$ cat config.mk
export PLATFORM = sky130hd
export DESIGN_NAME = cache_control_sequencer
export DESIGN_NICKNAME = d
export VERILOG_FILES = /design/src/rtl/cache_ctrl_pkg.sv /design/src/rtl/cache_ctrl_watchdog.sv /design/src/rtl/cache_control_sequencer.sv
export SDC_FILE = /design/constraint.sdc
export NUM_CORES = 1
export LEC_CHECK = 0
export BUFFER_PORTS_ARGS = -buffer_cell sky130_fd_sc_hd__buf_4
export CORE_ASPECT_RATIO = 0.5
export CORE_UTILIZATION = 35
export DETAILED_ROUTE_END_ITERATION = 10
export PLACE_DENSITY = 0.6
export SYNTH_ARGS = -nofsm -noshare
export SYNTH_HDL_FRONTEND = slang
export SYNTH_HIERARCHICAL = 1
export SYNTH_SLANG_ARGS = --single-unit
$ cat constraint.sdc
create_clock -name CLK -period 3.14 [get_ports CLK]
set_input_delay 0.314 -clock CLK [delete_from_list [all_inputs] [get_ports CLK]]
set_output_delay 0.314 -clock CLK [all_outputs]
set_load 0.05 [all_outputs]
$ cat src/rtl/cache_ctrl_pkg.sv
// Shared types and op-mask constants for the cache maintenance sequencer.
package cache_ctrl_pkg;

    typedef struct packed {
        logic iclear;
        logic iflush;
        logic dclear;
        logic dflush;
    } cache_op_t;

    typedef enum logic [2:0] {
        ST_IDLE   = 3'd0,
        ST_DFLUSH = 3'd1,
        ST_DCLEAR = 3'd2,
        ST_IFLUSH = 3'd3,
        ST_ICLEAR = 3'd4,
        ST_DONE   = 3'd5
    } seq_state_t;

    localparam logic [3:0] OP_FENCE_I   = 4'b1001;
    localparam logic [3:0] OP_FLUSH_ALL = 4'b0101;
    localparam logic [3:0] OP_CLEAR_ALL = 4'b1010;

endpackage

$ cat src/rtl/cache_ctrl_watchdog.sv
// Per-step saturating timer; flags expiry on the cycle the count would reach
// TIMEOUT_CYCLES. TIMEOUT_CYCLES = 0 disables expiry entirely.
module cache_ctrl_watchdog #(
    parameter int TIMEOUT_CYCLES = 1024
) (
    input  logic CLK,
    input  logic nRST,
    input  logic i_clear,
    input  logic i_en,
    output logic o_expired
);

    localparam int CNT_W = (TIMEOUT_CYCLES > 0) ? $clog2(TIMEOUT_CYCLES + 1) : 1;
    localparam logic [CNT_W-1:0] SAT_VAL  = CNT_W'(TIMEOUT_CYCLES);
    localparam logic [CNT_W-1:0] LAST_VAL = (TIMEOUT_CYCLES > 0) ? CNT_W'(TIMEOUT_CYCLES - 1) : '0;

    logic [CNT_W-1:0] r_count;

    always_ff @(posedge CLK or negedge nRST) begin
        if (!nRST) begin
            r_count <= '0;
        end else if (i_clear) begin
            r_count <= '0;
        end else if (i_en && (r_count != SAT_VAL)) begin
            r_count <= r_count + 1'b1;
        end
    end

    // The cycle holding count TIMEOUT-1 is the last one a step may occupy.
    assign o_expired = (TIMEOUT_CYCLES > 0) && i_en && (r_count >= LAST_VAL);

endmodule

$ cat src/rtl/cache_control_sequencer.sv
// Runs cache maintenance steps for one op mask in the order DFLUSH, DCLEAR,
// IFLUSH, ICLEAR, waiting on each done, with a per-step watchdog.
//   state  | meaning
//   IDLE   | ready for a request
//   DFLUSH | dcache_flush high, waiting for dflush_done
//   DCLEAR | dcache_clear high, waiting for dclear_done
//   IFLUSH | icache_flush high, waiting for iflush_done
//   ICLEAR | icache_clear high, waiting for iclear_done
//   DONE   | one-cycle seq_done (and seq_error on timeout)
module cache_control_sequencer
    import cache_ctrl_pkg::*;
#(
    parameter int TIMEOUT_CYCLES = 1024
) (
    input  logic       CLK,
    input  logic       nRST,
    input  logic       req_valid,
    input  logic [3:0] req_op,
    output logic       req_ready,
    output logic       busy,
    output logic       seq_done,
    output logic       seq_error,
    output logic       icache_clear,
    output logic       icache_flush,
    output logic       dcache_clear,
    output logic       dcache_flush,
    input  logic       iclear_done,
    input  logic       iflush_done,
    input  logic       dclear_done,
    input  logic       dflush_done
);

    seq_state_t r_state;
    seq_state_t w_state_nxt;
    cache_op_t  r_mask;
    cache_op_t  w_mask_nxt;
    cache_op_t  r_cmd;
    cache_op_t  w_cmd_nxt;
    cache_op_t  w_cur_bit;
    cache_op_t  w_remaining;
    logic       r_seq_done;
    logic       r_seq_error;
    logic       w_error_nxt;
    logic       w_step_done;
    logic       w_in_step;
    logic       w_wd_clear;
    logic       w_wd_expired;

    // dflush ranks first so fence.i writes back dirty lines before invalidation.
    function automatic seq_state_t first_step(input cache_op_t m);
        if (m.dflush)      return ST_DFLUSH;
        else if (m.dclear) return ST_DCLEAR;
        else if (m.iflush) return ST_IFLUSH;
        else if (m.iclear) return ST_ICLEAR;
        else               return ST_DONE;
    endfunction

    always_comb begin
        w_cur_bit   = '0;
        w_step_done = 1'b0;
        w_in_step   = 1'b1;
        case (r_state)
            ST_DFLUSH: begin w_cur_bit.dflush = 1'b1; w_step_done = dflush_done; end
            ST_DCLEAR: begin w_cur_bit.dclear = 1'b1; w_step_done = dclear_done; end
            ST_IFLUSH: begin w_cur_bit.iflush = 1'b1; w_step_done = iflush_done; end
            ST_ICLEAR: begin w_cur_bit.iclear = 1'b1; w_step_done = iclear_done; end
            default:   w_in_step = 1'b0;
        endcase
        w_remaining = r_mask & ~w_cur_bit;
    end

    always_comb begin
        w_state_nxt = r_state;
        w_mask_nxt  = r_mask;
        w_error_nxt = 1'b0;
        case (r_state)
            ST_IDLE: begin
                if (req_valid) begin
                    w_mask_nxt  = cache_op_t'(req_op);
                    w_state_nxt = first_step(cache_op_t'(req_op));
                end
            end
            ST_DFLUSH, ST_DCLEAR, ST_IFLUSH, ST_ICLEAR: begin
                if (w_step_done) begin
                    w_mask_nxt  = w_remaining;
                    w_state_nxt = first_step(w_remaining);
                end else if (w_wd_expired) begin
                    w_mask_nxt  = '0;
                    w_state_nxt = ST_DONE;
                    w_error_nxt = 1'b1;
                end
            end
            ST_DONE: begin
                w_mask_nxt  = '0;
                w_state_nxt = ST_IDLE;
            end
            default: begin
                w_mask_nxt  = '0;
                w_state_nxt = ST_IDLE;
            end
        endcase
    end

    always_comb begin
        w_cmd_nxt = '0;
        case (w_state_nxt)
            ST_DFLUSH: w_cmd_nxt.dflush = 1'b1;
            ST_DCLEAR: w_cmd_nxt.dclear = 1'b1;
            ST_IFLUSH: w_cmd_nxt.iflush = 1'b1;
            ST_ICLEAR: w_cmd_nxt.iclear = 1'b1;
            default:   w_cmd_nxt = '0;
        endcase
    end

    always_ff @(posedge CLK or negedge nRST) begin
        if (!nRST) begin
            r_state     <= ST_IDLE;
            r_mask      <= '0;
            r_cmd       <= '0;
            r_seq_done  <= 1'b0;
            r_seq_error <= 1'b0;
        end else begin
            r_state     <= w_state_nxt;
            r_mask      <= w_mask_nxt;
            r_cmd       <= w_cmd_nxt;
            r_seq_done  <= (w_state_nxt == ST_DONE);
            r_seq_error <= w_error_nxt;
        end
    end

    // Any state change restarts the timer, which covers every step entry.
    assign w_wd_clear = (w_state_nxt != r_state);

    cache_ctrl_watchdog #(
        .TIMEOUT_CYCLES(TIMEOUT_CYCLES)
    ) u_watchdog (
        .CLK       (CLK),
        .nRST      (nRST),
        .i_clear   (w_wd_clear),
        .i_en      (w_in_step),
        .o_expired (w_wd_expired)
    );

    assign req_ready    = (r_state == ST_IDLE);
    assign busy         = ~req_ready;
    assign seq_done     = r_seq_done;
    assign seq_error    = r_seq_error;
    assign icache_clear = r_cmd.iclear;
    assign icache_flush = r_cmd.iflush;
    assign dcache_clear = r_cmd.dclear;
    assign dcache_flush = r_cmd.dflush;

endmodule

==> flow_metrics.tcl, run 1 <==
set metrics [dict create \
    hold_viol 0 \
    clock-root-buffer "clkbuf_8" \
    cts_buffers 3 \
    drtIter0Drc 68 \
    drt-total-wl_um 4270 \
    route.detailed.drc 0 \
    post_cts_resized 0 \
    vias 1599 \
    slew_violations 0 \
    fin_tns_setup_ns 0 \
    crit_required_ns 3.30 \
    die-area_mm2 0.00548 \
    syn_area_mm2 0.00181 \
    status "completed" \
    antenna_cells 0 \
    netlist.area_leader.share_pct 33.2 \
    cp_max_fo 18 \
    track_usage_pct 17.0 \
    period_needed_ns 2.82 \
    initial_core_util_pct 36.5 \
    cts_max_path_buffers 2 \
    fin_cells 292 \
    die_h_um 52.8 \
    path_clk_slew_ns 0.09 \
    critical-path-top-delay-family "simple AND/OR/NAND/NOR gates" \
    ys.flop_type "dfrtp_1" \
    grt_pass1_vias 1541 \
    layout-drive-gt1-share_pct 22.1 \
    synth_area_leaders "dfrtp_1, a21oi_1, inv_1, nor2_1, buf_6" \
    syn_inst 205 \
    clkLatencyLatePin_ns 0.27 \
    setup_viol 0 \
    die_w_um 104 \
    rsz0062_at_grt "no" \
    stdcell_area_mm2 0.00208 \
    syn_nets 218 \
    power.leakage_uw 0.000865 \
    final_util_pct 41.9 \
    synth.most_common_cell "dfrtp_1" \
    relSlewSlack_pct 67.9 \
    slowest_stage "dfrtp_1" \
    max_freq_mhz 355 \
    finalCritPeriodShare_pct 89.8 \
    crit_path_start_kind "register" \
    core_mm2 0.00495 \
    place_inst 287 \
    yosys.area.top_type "dfrtp_1" \
    synth_edf_count 0 \
    ir_drop_mv 0.363 \
    worstSetupEndpointType "register" \
    vias_per_cell 5.48 \
    synth_area_per_cell_um2 8.83 \
    synth-seq-cells 24 \
    synth_warnings 6 \
    dp_slack_ns 0.360 \
    grt_pass1_wl_um 7360 \
    h-tree-depth 1 \
    holdCritPathClass "input pin to register" \
    fin_worst_skew_ns 0.00190 \
    fill_cells 497 \
    maxCapViolCount 0 \
    worst-setup-path-type "register to register" \
    dr.pass1.iters 4 \
    routedWlPerCell_um 14.6 \
    fp-row-count 18 \
    clock-sinks 24 \
    finalWeightedCongestion 0.893 \
    io_buffers 18 \
    crit_buf_inv 1 \
    worst_pin_slew_ns 0.482 \
    crit_top_cell "mux2_2" \
    postRouteAntennaNets 0 \
    worstPathCellList "buf_4 -> mux2_2 -> o32ai_1 -> nor3_1 -> a211oi_2 -> nor4b_2 -> nand2_2 -> nor2b_1 -> mux2_2" \
    cts_tree "done" \
    ys_seq_area_share_pct 33.2 \
    finalWorstSetupSlack_ns 0.320 \
    grt_max_degree 25 \
    grt_overflow_total 0 \
    synth.distinct_cells 64 \
    dp_hpwl_um 3120 \
    synthTopCellsByCount "dfrtp_1, inv_1, nor2_1, a21oi_1, nand2_1" \
    crit_arrival_ns 2.98 \
    antenna_found_initial 0 \
    syn_to_final_growth_pct 14.8 \
    dpl_cell_area_mm2 0.00200 \
    io_pins 19 \
    crit_path_max_incr_delay_ns 0.59 \
    synth-async-reset-ratio_pct 100 \
    power_density_mw_per_mm2 962 \
    layout.nets 236 \
]
-- layout make-up --
class                   instances  area (um2)  area share [%]
multi-input cells             153        1070            51.4
flip-flops and latches         24         601            28.9
repair buffers                 25         190            9.16
well taps                      70        87.6            4.22
inverters                      16        60.1            2.89
clock buffers                   3        41.3            1.99
clock inverters                 1        30.0            1.45
-- placed cells by master (no fill, tap or decap), drive strengths merged, types with 3 or more instances in the layout --
master and instances:
mux2 4, a21oi 13, inv 16, o32ai 3, mux2i 3, o211ai 4, buf 24, nor2 14
and3 5, nand3 3, nor3 6, nor2b 6, and2 3, o21ai 9, nand2b 7, dfrtp 24
a31oi 6, nand2 12, o31ai 4, or4 4, clkbuf 3, or3 4, nand4 6
-- where the power goes --
group / switching, uW / internal, uW
logic: 744 / 491
registers: 114 / 378
clock network: 101 / 170
total: 959 / 1040
-- metal layers --
| layer | track usage (%) | wire, um | vias up |
|---|---|---|---|
| met5 | 0 | 0 | - |
| met4 | 5.71 | 50 | 0 |
| met3 | 3.11 | 156 | 6 |
| met2 | 28.6 | 1960 | 39 |
| met1 | 22.3 | 2110 | 765 |
| li1 | - | - | 789 |
-- state kept, by name (all words and copies together), names as in the netlist --
name,cells
dcache_flush,1
icache_clear,1
icache_flush,1
dcache_clear,1
seq_error,1
r_mask,4
r_state,3
seq_done,1
u_watchdog/r_count,11
-- kinds of logic (layout without fill, tap and decap cells) --
kind of cell / Yosys count / count (layout) / synth area share [%]
and+or+nand+nor: 83 / 83 / 28.4
muxes: 7 / 7 / 5.05
xor gates and xnor gates: 3 / 3 / 1.45
adders and majority gates: 2 / 2 / 1.38
AOI/OAI and AO/OA: 58 / 58 / 22.8
DFF: 24 / 24 / 33.2
buffers and inverters: 28 / 45 / 7.81
-- timing repair --
| item | in CTS | in global routing |
|---|---|---|
| hold buffers | 1 | 0 |
| endpoints found under the hold margin | 24 | 0 |
| buffers inserted | 0 | 0 |
-- final timing paths --
check                           cells after the start             startpoint  slack, ns                     to
worst min register to register                      2  u_watchdog/r_count[9]       0.58  u_watchdog/r_count[9]
min in group asynchronous                           2                   nRST       0.48  u_watchdog/r_count[3]
worst max register to register                      9             r_state[0]       0.32  u_watchdog/r_count[2]
max in group asynchronous                           2                   nRST       2.44  u_watchdog/r_count[0]
worst max-delay path                                9             r_state[0]       0.32  u_watchdog/r_count[2]
worst min-delay path                                2              req_op[2]       0.29              r_mask[2]
-- metrics by stage --
stage	hold slack [ns]	power, uW
floorplan	0.0184	1440
global placement	0.229	1710
detailed placement	0.235	1720
CTS	0.281	1990
global route	0.286	2140
finish	0.289	2000
Note: power is estimated with default switching activity, not from simulation.
==> run 2: changes to the inputs <==
- CELL_PAD_IN_SITES_DETAIL_PLACEMENT: default -> 1
- CELL_PAD_IN_SITES_GLOBAL_PLACEMENT: default -> 1
- PLACE_DENSITY: 0.6 -> 0.73
- SKIP_CTS_REPAIR_TIMING: default -> 1
==> run 2 against run 1 <==
Clock power up 2%. Maximum frequency down 2.4%. Register-to-register slack worse by 0.07 ns. Sequential power up 2%. Non-clock buffer count up 1. Worst hold slack better by 0.00086 ns. Die area unchanged. Routed wire length up 16%. Sequential cell count unchanged. Worst setup slack worse by 0.070 ns. Critical path depth up 1. Clock skew up 0.0054 ns.
==> flow_metrics.tcl, run 2 (synthesis results as in run 1) <==
set metrics [dict create \
    status "completed" \
    grt_overflow_total 0 \
    reg2reg_from "u_watchdog/r_count[2]" \
    max_freq_mhz 346 \
    final_cell_mix "buf_4, dfrtp_1, inv_1" \
    io_pins 19 \
    fill_cells 615 \
    antenna_found_initial 0 \
    postRouteAntennaNets 0 \
    crit_path_start_kind "register" \
    drt-total-wl_um 4960 \
    reg2reg_setup_slack_ns 0.25 \
    io_buffers 18 \
    switchingPower_uw 997 \
    pwr-share-seq_pct 24.5 \
    die-area_mm2 0.00548 \
    final_util_pct 42.1 \
    clkLatencyLatePin_ns 0.27 \
    largest_reg_flops 11 \
    cts_buffers 3 \
    worstSetupEndpointType "register" \
    ir_drop_mv 0.330 \
    netSwitchingFraction_pct 48.6 \
    clock-sinks 24 \
    cts_tree "done" \
    path_clk_slew_ns 0.09 \
    intPower_uw 1050 \
    vias 1657 \
    die_h_um 52.8 \
    crit_arrival_ns 3.05 \
    relSlewSlack_pct 62.0 \
    maxCapViolCount 0 \
    drtIter0Drc 53 \
    vias_per_cell 5.66 \
    fin_tns_setup_ns 0 \
    r2r_end "u_watchdog/r_count[0]" \
    antenna_cells 0 \
    grt_max_degree 25 \
    rsz0062_at_grt "no" \
    p_comb_share_pct 62.1 \
    grt_pass1_vias 1692 \
    dp_hpwl_um 3690 \
    power.leakage_uw 0.000869 \
    slew_violations 0 \
    holdCritPathClass "input pin to register" \
    dr.pass1.iters 6 \
    finalCritPeriodShare_pct 92.0 \
    period_needed_ns 2.89 \
    clkPwrFrac_pct 13.5 \
    routedWlPerCell_um 16.9 \
    finalWeightedCongestion 0.833 \
    cp_max_fo 18 \
    final_common_cell "buf_4" \
    initial_core_util_pct 36.5 \
    grt_pass1_wl_um 8340 \
    holdPathStages 2 \
    hold_viol 0 \
    route.detailed.drc 0 \
    r2r_cells 10 \
    worst-setup-path-type "register to register" \
    die_w_um 104 \
    layout.nets 237 \
    crit_path_end "u_watchdog/r_count[0]" \
    clock-root-buffer "clkbuf_8" \
    fp-row-count 18 \
    fin_worst_skew_ns 0.00732 \
    syn_to_final_growth_pct 15.3 \
    track_usage_pct 19.4 \
    crit_required_ns 3.30 \
    reg_top3 "u_watchdog/r_count x11, r_mask x4, r_state x3" \
    h-tree-depth 1 \
    max_flop_register "u_watchdog/r_count" \
    power_density_mw_per_mm2 983 \
    core_mm2 0.00495 \
    setup_viol 0 \
    cts_max_path_buffers 2 \
    whs_ns 0.290 \
    worst_pin_slew_ns 0.566 \
    crit_path_start "u_watchdog/r_count[2]" \
    layout-drive-gt1-share_pct 22.9 \
]
-- run 2: worst max-delay path: stages, from the launching register on --
cell and delay [ns]:
dfrtp_1 0.47, nand4_2 0.28, nor3_1 0.33, o21a_1 0.29
a31oi_1 0.07, or3_1 0.31, o2111ai_1 0.13, nand4_1 0.18
nand2_2 0.33, nor2_1 0.11, mux2_2 0.27
-- run 2: final cells by class --
cell class / instances / area [um2] / area share [%]
Clock buffer: 3 / 41.3 / 1.98
Multi-Input combinational cell: 153 / 1070 / 51.2
Clock inverter: 1 / 30.0 / 1.44
Timing Repair Buffer: 26 / 198 / 9.48
Inverter: 16 / 60.1 / 2.88
Tap cell: 70 / 87.6 / 4.20
Sequential cell: 24 / 602 / 28.9
-- run 2: per-stage QoR --
stage | total power, uW | std cells | setup WS (ns) | instance area [um2]
after floorplan | 1440 | 205 | 0.244 | 1810
after global placement | 1730 | 288 | 0.192 | 2000
after detailed placement | 1760 | 288 | 0.186 | 2000
after CTS | 2040 | 292 | 0.155 | 2070
after global routing | 2180 | 293 | 0.0510 | 2090
final | 2050 | 293 | 0.250 | 2090
-- run 2: worst min path at each step --
stage | slack, ns | start | to
3_3_place_gp | 0.23 | nRST | u_watchdog/r_count[8]
6_report | 0.29 | req_op[2] | r_mask[2]
3_5_place_dp | 0.23 | nRST | u_watchdog/r_count[6]
5_1_grt | 0.29 | req_op[2] | r_mask[2]
4_1_cts | -0.06 | nRST | u_watchdog/r_count[6]
2_1_floorplan | 0.02 | nRST | dcache_clear
-- run 2: power by group through the flow --
stage | logic (uW) | registers, uW | clock network (uW)
2_1_floorplan | 938 | 500 | 0
3_3_place_gp | 1230 | 500 | 0
3_5_place_dp | 1260 | 508 | 0
4_1_cts | 1270 | 500 | 278
5_1_grt | 1380 | 517 | 290
6_report | 1270 | 502 | 276
-- run 2: per-layer routing --
metal,global-route usage [%],vias to the layer above,wire [um],share of wire (%)
met5,0,-,0,0
met4,4.29,0,33,0.66
met3,2.98,4,132,2.7
met2,35.1,21,2430,49
met1,24.8,842,2370,48
li1,-,790,-,-
